===== src/rtl/fetch_unit.sv =====
// Instruction-fetch stage: owns the PC, issues single-outstanding imem reads, loads IF/ID.
// Optional FETCH_MISALIGN_CHECK_EN aligns redirect targets and raises a sticky misalign flag.
module fetch_unit #(
  parameter int                ADDR_W   = 32,
  parameter int                DATA_W   = 32,
  parameter logic [ADDR_W-1:0] RESET_PC = '0,
  parameter int                PC_INC   = 4
) (
  input  logic              clk_i,
  input  logic              rst_n_i,
  input  logic              pc_select_i,
  input  logic              clear_pipes_i,
  input  logic [ADDR_W-1:0] branch_target_i,
  input  logic              stall_i,
  output logic              imem_req_o,
  output logic [ADDR_W-1:0] imem_addr_o,
  input  logic              imem_valid_i,
  input  logic [DATA_W-1:0] imem_rdata_i,
  output logic [ADDR_W-1:0] pc_if_id_o,
  output logic [DATA_W-1:0] instr_if_id_o,
  output logic              valid_if_id_o,
  output logic              misalign_o
);

  typedef enum logic [2:0] {BOOT, REQ, WAIT, HOLD, DROP} state_t;

  state_t            state_q, state_d;
  logic [ADDR_W-1:0] pc_q, pc_d;
  logic [ADDR_W-1:0] hold_pc_q;
  logic [DATA_W-1:0] hold_instr_q;
  logic              load, capture;
  logic [ADDR_W-1:0] ld_pc;
  logic [DATA_W-1:0] ld_instr;
  logic [ADDR_W-1:0] target;

`ifdef FETCH_MISALIGN_CHECK_EN
  logic misalign_q;
  assign target     = {branch_target_i[ADDR_W-1:2], 2'b00};
  assign misalign_o = misalign_q;

  always_ff @(posedge clk_i or negedge rst_n_i) begin
    if (!rst_n_i) begin
      misalign_q <= 1'b0;
    end else if (pc_select_i && (branch_target_i[1:0] != 2'b00)) begin
      misalign_q <= 1'b1;
    end
  end
`else
  assign target     = branch_target_i;
  assign misalign_o = 1'b0;
`endif

  always_comb begin
    state_d  = state_q;
    pc_d     = pc_q;
    load     = 1'b0;
    capture  = 1'b0;
    ld_pc    = pc_q;
    ld_instr = imem_rdata_i;
    case (state_q)
      BOOT: state_d = REQ;
      REQ:  state_d = WAIT;
      WAIT: begin
        if (imem_valid_i) begin
          if (stall_i) begin
            capture = 1'b1;
            state_d = HOLD;
          end else begin
            load    = 1'b1;
            pc_d    = pc_q + ADDR_W'(PC_INC);
            state_d = REQ;
          end
        end
      end
      HOLD: begin
        if (!stall_i) begin
          load     = 1'b1;
          ld_pc    = hold_pc_q;
          ld_instr = hold_instr_q;
          pc_d     = pc_q + ADDR_W'(PC_INC);
          state_d  = REQ;
        end
      end
      DROP: if (imem_valid_i) state_d = REQ;
      default: state_d = BOOT;
    endcase
    // A redirect kills any pending delivery; wait out a response only if one is still in flight.
    if (pc_select_i) begin
      pc_d    = target;
      load    = 1'b0;
      capture = 1'b0;
      if ((state_q == REQ) ||
          (((state_q == WAIT) || (state_q == DROP)) && !imem_valid_i))
        state_d = DROP;
      else
        state_d = REQ;
    end
  end

  always_ff @(posedge clk_i or negedge rst_n_i) begin
    if (!rst_n_i) begin
      state_q       <= BOOT;
      pc_q          <= RESET_PC;
      imem_req_o    <= 1'b0;
      imem_addr_o   <= RESET_PC;
      hold_pc_q     <= '0;
      hold_instr_q  <= '0;
      pc_if_id_o    <= '0;
      instr_if_id_o <= '0;
      valid_if_id_o <= 1'b0;
    end else begin
      state_q     <= state_d;
      pc_q        <= pc_d;
      imem_req_o  <= (state_d == REQ);
      imem_addr_o <= pc_d;
      if (capture) begin
        hold_pc_q    <= pc_q;
        hold_instr_q <= imem_rdata_i;
      end
      // IF/ID register: flush beats stall, stall beats load.
      if (clear_pipes_i) begin
        valid_if_id_o <= 1'b0;
      end else if (!stall_i) begin
        valid_if_id_o <= load;
        if (load) begin
          pc_if_id_o    <= ld_pc;
          instr_if_id_o <= ld_instr;
        end
      end
    end
  end

endmodule


===== config.mk =====
export PLATFORM = sky130hd
export DESIGN_NAME = fetch_unit
export DESIGN_NICKNAME = d
export VERILOG_FILES = /design/src/rtl/fetch_unit.sv
export SDC_FILE = /design/constraint.sdc
export NUM_CORES = 1
export LEC_CHECK = 0
export ABC_AREA = 1
export BUFFER_PORTS_ARGS = -buffer_cell sky130_fd_sc_hd__buf_2
export CORE_AREA = 2 2 107 160
export DETAILED_ROUTE_END_ITERATION = 12
export DIE_AREA = 0 0 109 162
export MAX_ROUTING_LAYER = met4
export PLACE_DENSITY = 0.82
export SYNTH_ARGS = -nofsm -noshare
export SYNTH_HDL_FRONTEND = slang
export SYNTH_SLANG_ARGS = --single-unit
export TNS_END_PERCENT = 1

===== constraint.sdc =====
create_clock -name clk_i -period 1.75 [get_ports clk_i]
set_clock_uncertainty 0.05 [all_clocks]
set_input_delay 0.175 -clock clk_i [delete_from_list [all_inputs] [get_ports clk_i]]
set_output_delay 0.175 -clock clk_i [all_outputs]
set_load 0.05 [all_outputs]

==> results of run 1 <==
==> logic make-up (layout without fill, tap and decap cells) <==
family,Yosys count,count (layout),share of synthesized area
AND/OR/NAND/NOR,486,486,0.247
AO/OA/AOI/OAI,208,208,0.143
buffers and inverters,139,368,0.0742
other,1,1,0.000479
XOR/XNOR,6,6,0.00671
flip-flops,165,165,0.528
adder cells (fa/ha/maj),1,1,0.00160
==> through the flow <==
| stage | worst slack, ns | cells | utilization |
|---|---|---|---|
| after global placement | 0.0689 | 1353 | 0.555 |
| after floorplan | 0.0000293 | 1006 | - |
| after detailed placement | -0.000493 | 1353 | 0.555 |
| final | -0.00433 | 1441 | 0.636 |
| after global routing | -0.117 | 1441 | 0.636 |
| after CTS | -0.00522 | 1437 | 0.628 |
==> critical path, stage by stage, from the launching register on <==
cell	delay [ns]
dfrtp_1	0.42
buf_4	0.17
nor3_2	0.20
nand4_1	0.19
buf_4	0.21
buf_12	0.21
nand2_1	0.10
o21ai_0	0.07
==> power groups by stage <==
stage	Sequential (mW)	Combinational [mW]	Clock, mW
2_1_floorplan	8.66	2.23	0
3_3_place_gp	6.00	6.59	0
3_5_place_dp	6.03	6.74	0
4_1_cts	5.98	6.88	3.91
5_1_grt	6.20	7.57	4.08
6_report	6.02	6.95	3.86
==> metal layers <==
metal | share of wire | up-vias
li1 | - | 3626
met1 | 0.40 | 3374
met2 | 0.51 | 273
met3 | 0.054 | 58
met4 | 0.037 | 0
met5 | 0 | -
==> area by class of cell <==
cell class              count  area [um2]
fillers                  1361        5890
flip-flops and latches    165        4130
multi-input cells         702        3180
repair buffers            247        1770
clock buffers              21         470
inverters                  89         342
well taps                 206         258
clock inverters            11         140
==> worst min-delay path by stage <==
stage                        start               end  slack, ns  cells after the start
5_1_grt         branch_target_i[7]           pc_q[7]       0.03                      3
2_1_floorplan              rst_n_i   hold_instr_q[0]      -0.17                      0
6_report       branch_target_i[13]          pc_q[13]       0.01                      3
3_3_place_gp               rst_n_i  instr_if_id_o[3]       0.08                      1
4_1_cts        branch_target_i[13]          pc_q[13]      0.008                      3
3_5_place_dp               rst_n_i   hold_instr_q[3]       0.08                      1
==> timing repair <==
item,in CTS,in global routing
resized for setup,6,42
buffers inserted,0,1
gates cloned,2,3
pin swaps,0,2
hold endpoints to repair,89,0
hold buffers,50,0
endpoints found under the setup margin,14,151
==> state kept, by name (all words and copies together) (netlist names) <==
signal / flops
hold_instr_q: 32
pc_if_id_o: 32
state_q: 3
hold_pc_q: 32
valid_if_id_o: 1
imem_req_o: 1
pc_q: 32
instr_if_id_o: 32
==> cell usage in the layout, fill, tap and decap left out, types with 2 or more instances in the layout <==
master	count
o21ai_1	17
nand2_4	2
nand2_1	343
nor2_1	73
dfrtp_2	3
clkinv_4	4
nor2_2	4
dlygate4sd3_1	50
dfrtp_1	162
nand3_1	42
buf_12	8
buf_2	166
and2_1	2
bufinv_16	2
nand2_2	9
inv_2	2
o22ai_1	2
o211ai_1	9
buf_16	3
nor3_1	2
xor2_1	5
clkbuf_16	19
inv_8	2
buf_6	3
inv_1	85
inv_6	3
a21oi_1	31
a31oi_1	2
nor2_4	3
clkbuf_8	3
o21ai_2	11
o21ai_0	134
buf_4	15
==> results.toml, run 1 <==
[logic_synthesis]
syn_nets = 1077
yosysMostFrequentCell = "nand2_1"
ys_types = 33
ys_seq_area_frac = 0.528
synthArstFlopShare = 1.00
synthCells = 1006
ys.flop_type = "dfrtp_1"
yosysWarnings = 0
synth_top_area_share = 0.528
netlist_area_um2 = 7830
synth_top_cell_by_area = "dfrtp_1"
synthTopCellsByArea = "dfrtp_1 (53%), nand2_1 (17%), o21ai_0 (9.7%)"
synthTopCellsByCount = "nand2_1 (353), dfrtp_1 (165), o21ai_0 (151), inv_1 (86), nor2_1 (78)"
ys_ff_latch = 165
synth_edf_count = 0
syn_avg_cell_area_um2 = 7.78

[setup_path]
ff2ff_setup_slack_ns = -0.004
endpoint_kind = "flip-flop"
crit_required_ns = 1.98
critPathLaunchType = "flip-flop"
crit_path_end = "hold_pc_q[5]"
timing.rr.end = "hold_pc_q[5]"
crit_start = "state_q[2]"
r2r_cells = 7
path_class = "flip-flop to flip-flop"
rr_startpoint = "state_q[2]"
cp_max_fo = 64
arrival_ns = 1.99

[pwr]
pwr-share-comb = 0.413
ir_worst_vdd_mv = 0.902
power_density_nw_per_um2 = 1630
p_clk_frac = 0.229
p_sw_frac = 0.446
p_leak_nw = 5.47
p_int_mw = 9.32
finalPower_mw = 16.8
p_seq_frac = 0.358
switchingPower_mw = 7.51

[cts]
cts_sinks = 165
clkTransAtPathRegs_ns = 0.07
clkLatencyLatePin_ns = 0.41
root_buffer = "clkbuf_16"
numCtsBuffers = 17
clockBufferDepth = 2
htreeDepth = 4
cts_tree = "built"

[detailed_routing]
drc = 0
wl_per_cell_um = 15.4
ant_nets = 0
drt_iter0_drc = 633
drt_first_pass_iters = 7
vias_per_cell = 5.09
routed_wl_um = 22300
vias = 7331

[placement]
port_buffers = 167
gp_congestion = 0.967
dp_hpwl_um = 14000
postPlaceCellArea_um2 = 8980

[floorplanning]
core-area_um2 = 16200
die_w_um = 109
initial_core_util = 0.483
die_h_um = 162
rows = 57
ios = 169
die_area_um2 = 17700

[grt]
grt_max_degree = 129
track_usage = 0.258
grt_busiest_layer = "met2"
antenna_found_initial = 0
grtUsageMet1 = 0.313
grt_pass1_vias = 7071
grt_pass1_wl_um = 34900
grt_use_met3 = 0.0377
overflow = 0
grt_util_met2 = 0.420

[sta]
period_share = 1.00
slew_violations = 0
period_minus_slack_ns = 1.75
finalHoldWorstSlack_ns = 0.0123
hold_violations = 0
setup_violations = 2
rsz0062_at_grt = "yes"
fmax_mhz = 570
layout_setup_ws_ns = -0.00433
fin_setup_tns_ns = -0.00685

[hold_path]
min_path_type = "input port to flip-flop"

[layout]
fin_area_um2 = 10300
nets = 1293
n_antenna_cell = 0
area_growth_pct = 31.6
layout-drive-gt1-share = 0.217

[run_status]
violations = "negative setup slack"
status = "finished, violations left"

[job]
drv_cap = 0
Power figures use the tool's default switching activity.
==> inputs of run 2 (changes only) <==
--- a/config.mk
+++ b/config.mk
@@ -12,6 +12,7 @@
 export DIE_AREA = 0 0 109 162
 export MAX_ROUTING_LAYER = met4
 export PLACE_DENSITY = 0.82
+export SKIP_CTS_REPAIR_TIMING = 1
 export SYNTH_ARGS = -nofsm -noshare
 export SYNTH_HDL_FRONTEND = slang
 export SYNTH_SLANG_ARGS = --single-unit
==> run 2 against run 1 <==
Effect of this change: the run ends with negative hold slack, negative setup slack left; worst setup slack got worse by 0.011 ns; total power decreased by 0.85%; hold slack got worse by 0.034 ns; critical path depth unchanged; non-clock buffer count decreased by 30; die area unchanged; register-to-register slack about the same; combinational power decreased by 2%; count of clock-buffer cells in the layout unchanged; highest routed layer unchanged.
==> results.toml, run 2 (same netlist as run 1, synthesis figures left out) <==
[run_status]
status = "finished, violations left"
violations = "negative hold slack, negative setup slack"

[floorplanning]
ios = 169
die_w_um = 109
core-area_um2 = 16200
die_area_um2 = 17700
die_h_um = 162
rows = 57
initial_core_util = 0.483

[detailed_routing]
drt_iter0_drc = 627
wl_per_cell_um = 15.4
vias = 7152
drc = 0
drt_first_pass_iters = 5
vias_per_cell = 5.07
routed_wl_um = 21700
ant_nets = 0

[pwr]
p_sw_frac = 0.446
p_clk_frac = 0.231
p_seq_frac = 0.359
ir_worst_vdd_mv = 0.949
p_int_mw = 9.24
power_density_nw_per_um2 = 1680
pwr-share-comb = 0.410
switchingPower_mw = 7.44
p_leak_nw = 5.34

[placement]
port_buffers = 167
gp_congestion = 0.967
place_inst = 1353
dp_hpwl_um = 14000

[setup_path]
arrival_ns = 2.00
crit_required_ns = 1.98
rr_startpoint = "state_q[2]"
timing.rr.end = "hold_pc_q[0]"
cp_max_fo = 64
path_class = "flip-flop to flip-flop"
critPathLaunchType = "flip-flop"
endpoint_kind = "flip-flop"
r2r_cells = 7
ff2ff_setup_slack_ns = -0.02

[layout]
layout_common_cells = "nand2_1 (351), buf_2 (166), dfrtp_1 (162), o21ai_0 (142), inv_1 (85)"
mostFrequentLayoutCell = "nand2_1"
layout-drive-gt1-share = 0.215
nets = 1263
postLayoutCoreUtil = 0.615
area_growth_pct = 27.2
n_antenna_cell = 0
layout.cells.non_filler = 1411

[job]
drv_cap = 0

[cts]
clockBufferDepth = 2
cts_sinks = 165
htreeDepth = 4
clkTransAtPathRegs_ns = 0.07
numCtsBuffers = 17
root_buffer = "clkbuf_16"
clkLatencyLatePin_ns = 0.41
cts_tree = "built"

[hold_path]
min-delay-start = "branch_target_i[9]"
min_path_type = "input port to flip-flop"
whs_path_depth = 3
holdPathEnd = "pc_q[9]"

[grt]
grt_max_degree = 129
grt_pass1_vias = 6625
grt_pass1_wl_um = 32600
track_usage = 0.239
overflow = 0
antenna_found_initial = 0

[sta]
finalHoldWorstSlack_ns = -0.0213
setup_violations = 2
fmax_mhz = 566
period_share = 1.01
layout_setup_ws_ns = -0.0152
period_minus_slack_ns = 1.77
slew_violations = 0
hold_violations = 12
rsz0062_at_grt = "yes"
-- run 2: cell count changes in the layout (fill, tap and decap cells not counted), moves of 2 or more --
| cell | delta |
|---|---|
| buf_16 | -2 |
| dlygate4sd3_1 | -30 |
| nand2_1 | +8 |
| nand2_2 | -8 |
| o21ai_0 | +8 |
| o21ai_1 | -8 |
-- run 2: area by class of cell --
type | instances | area [um2]
inverter | 89 | 337
timing repair buffer | 217 | 1460
sequential | 165 | 4130
clock inverter | 11 | 140
tap | 206 | 258
fill | 1434 | 6240
clock buffer | 21 | 470
multi-input combinational | 702 | 3160
-- run 2: layer usage --
| metal | vias to the layer above | part of all wire | track usage |
|---|---|---|---|
| met1 | 3298 | 0.42 | 0.305 |
| met5 | - | 0 | - |
| met2 | 240 | 0.51 | 0.383 |
| met3 | 46 | 0.047 | 0.0321 |
| met4 | 0 | 0.027 | 0.0956 |
| li1 | 3568 | - | - |
-- run 2: worst max path at each step --
stage,end,slack (ns),cells past startpoint,from
after floorplan,pc_q[23],0.00003,7,pc_q[9]
after global placement,pc_q[22],0.07,8,pc_q[2]
after detailed placement,pc_if_id_o[20],-0.0005,10,state_q[1]
after CTS,pc_if_id_o[29],-0.04,10,state_q[1]
after global routing,hold_pc_q[4],-0.12,7,state_q[2]
final,hold_pc_q[0],-0.02,7,state_q[2]
-- run 2: stage by stage --
step / instance area [um2] / setup TNS [ns] / power (mW) / setup slack (ns)
2_1_floorplan: 7830 / 0 / 10.9 / 0.0000293
3_5_place_dp: 8980 / -0.000493 / 12.8 / -0.000493
3_3_place_gp: 8980 / 0 / 12.6 / 0.0689
5_1_grt: 9950 / -4.25 / 17.7 / -0.120
4_1_cts: 9590 / -0.147 / 16.6 / -0.0373
6_report: 9950 / -0.0270 / 16.7 / -0.0152
-- run 2: power groups by stage --
stage	combinational (mW)	clock [mW]	sequential (mW)
2_1_floorplan	2.23	0	8.66
6_report	6.84	3.85	5.99
5_1_grt	7.47	4.08	6.18
3_5_place_dp	6.74	0	6.03
3_3_place_gp	6.59	0	6.00
4_1_cts	6.75	3.91	5.98
-- run 2: critical path: stages, from the launching register on --
cell     delay [ns]
dfrtp_1        0.42
buf_4          0.17
nor3_2         0.20
nand4_1        0.21
buf_6          0.20
buf_12         0.20
nand2_1        0.09
o21ai_0        0.08
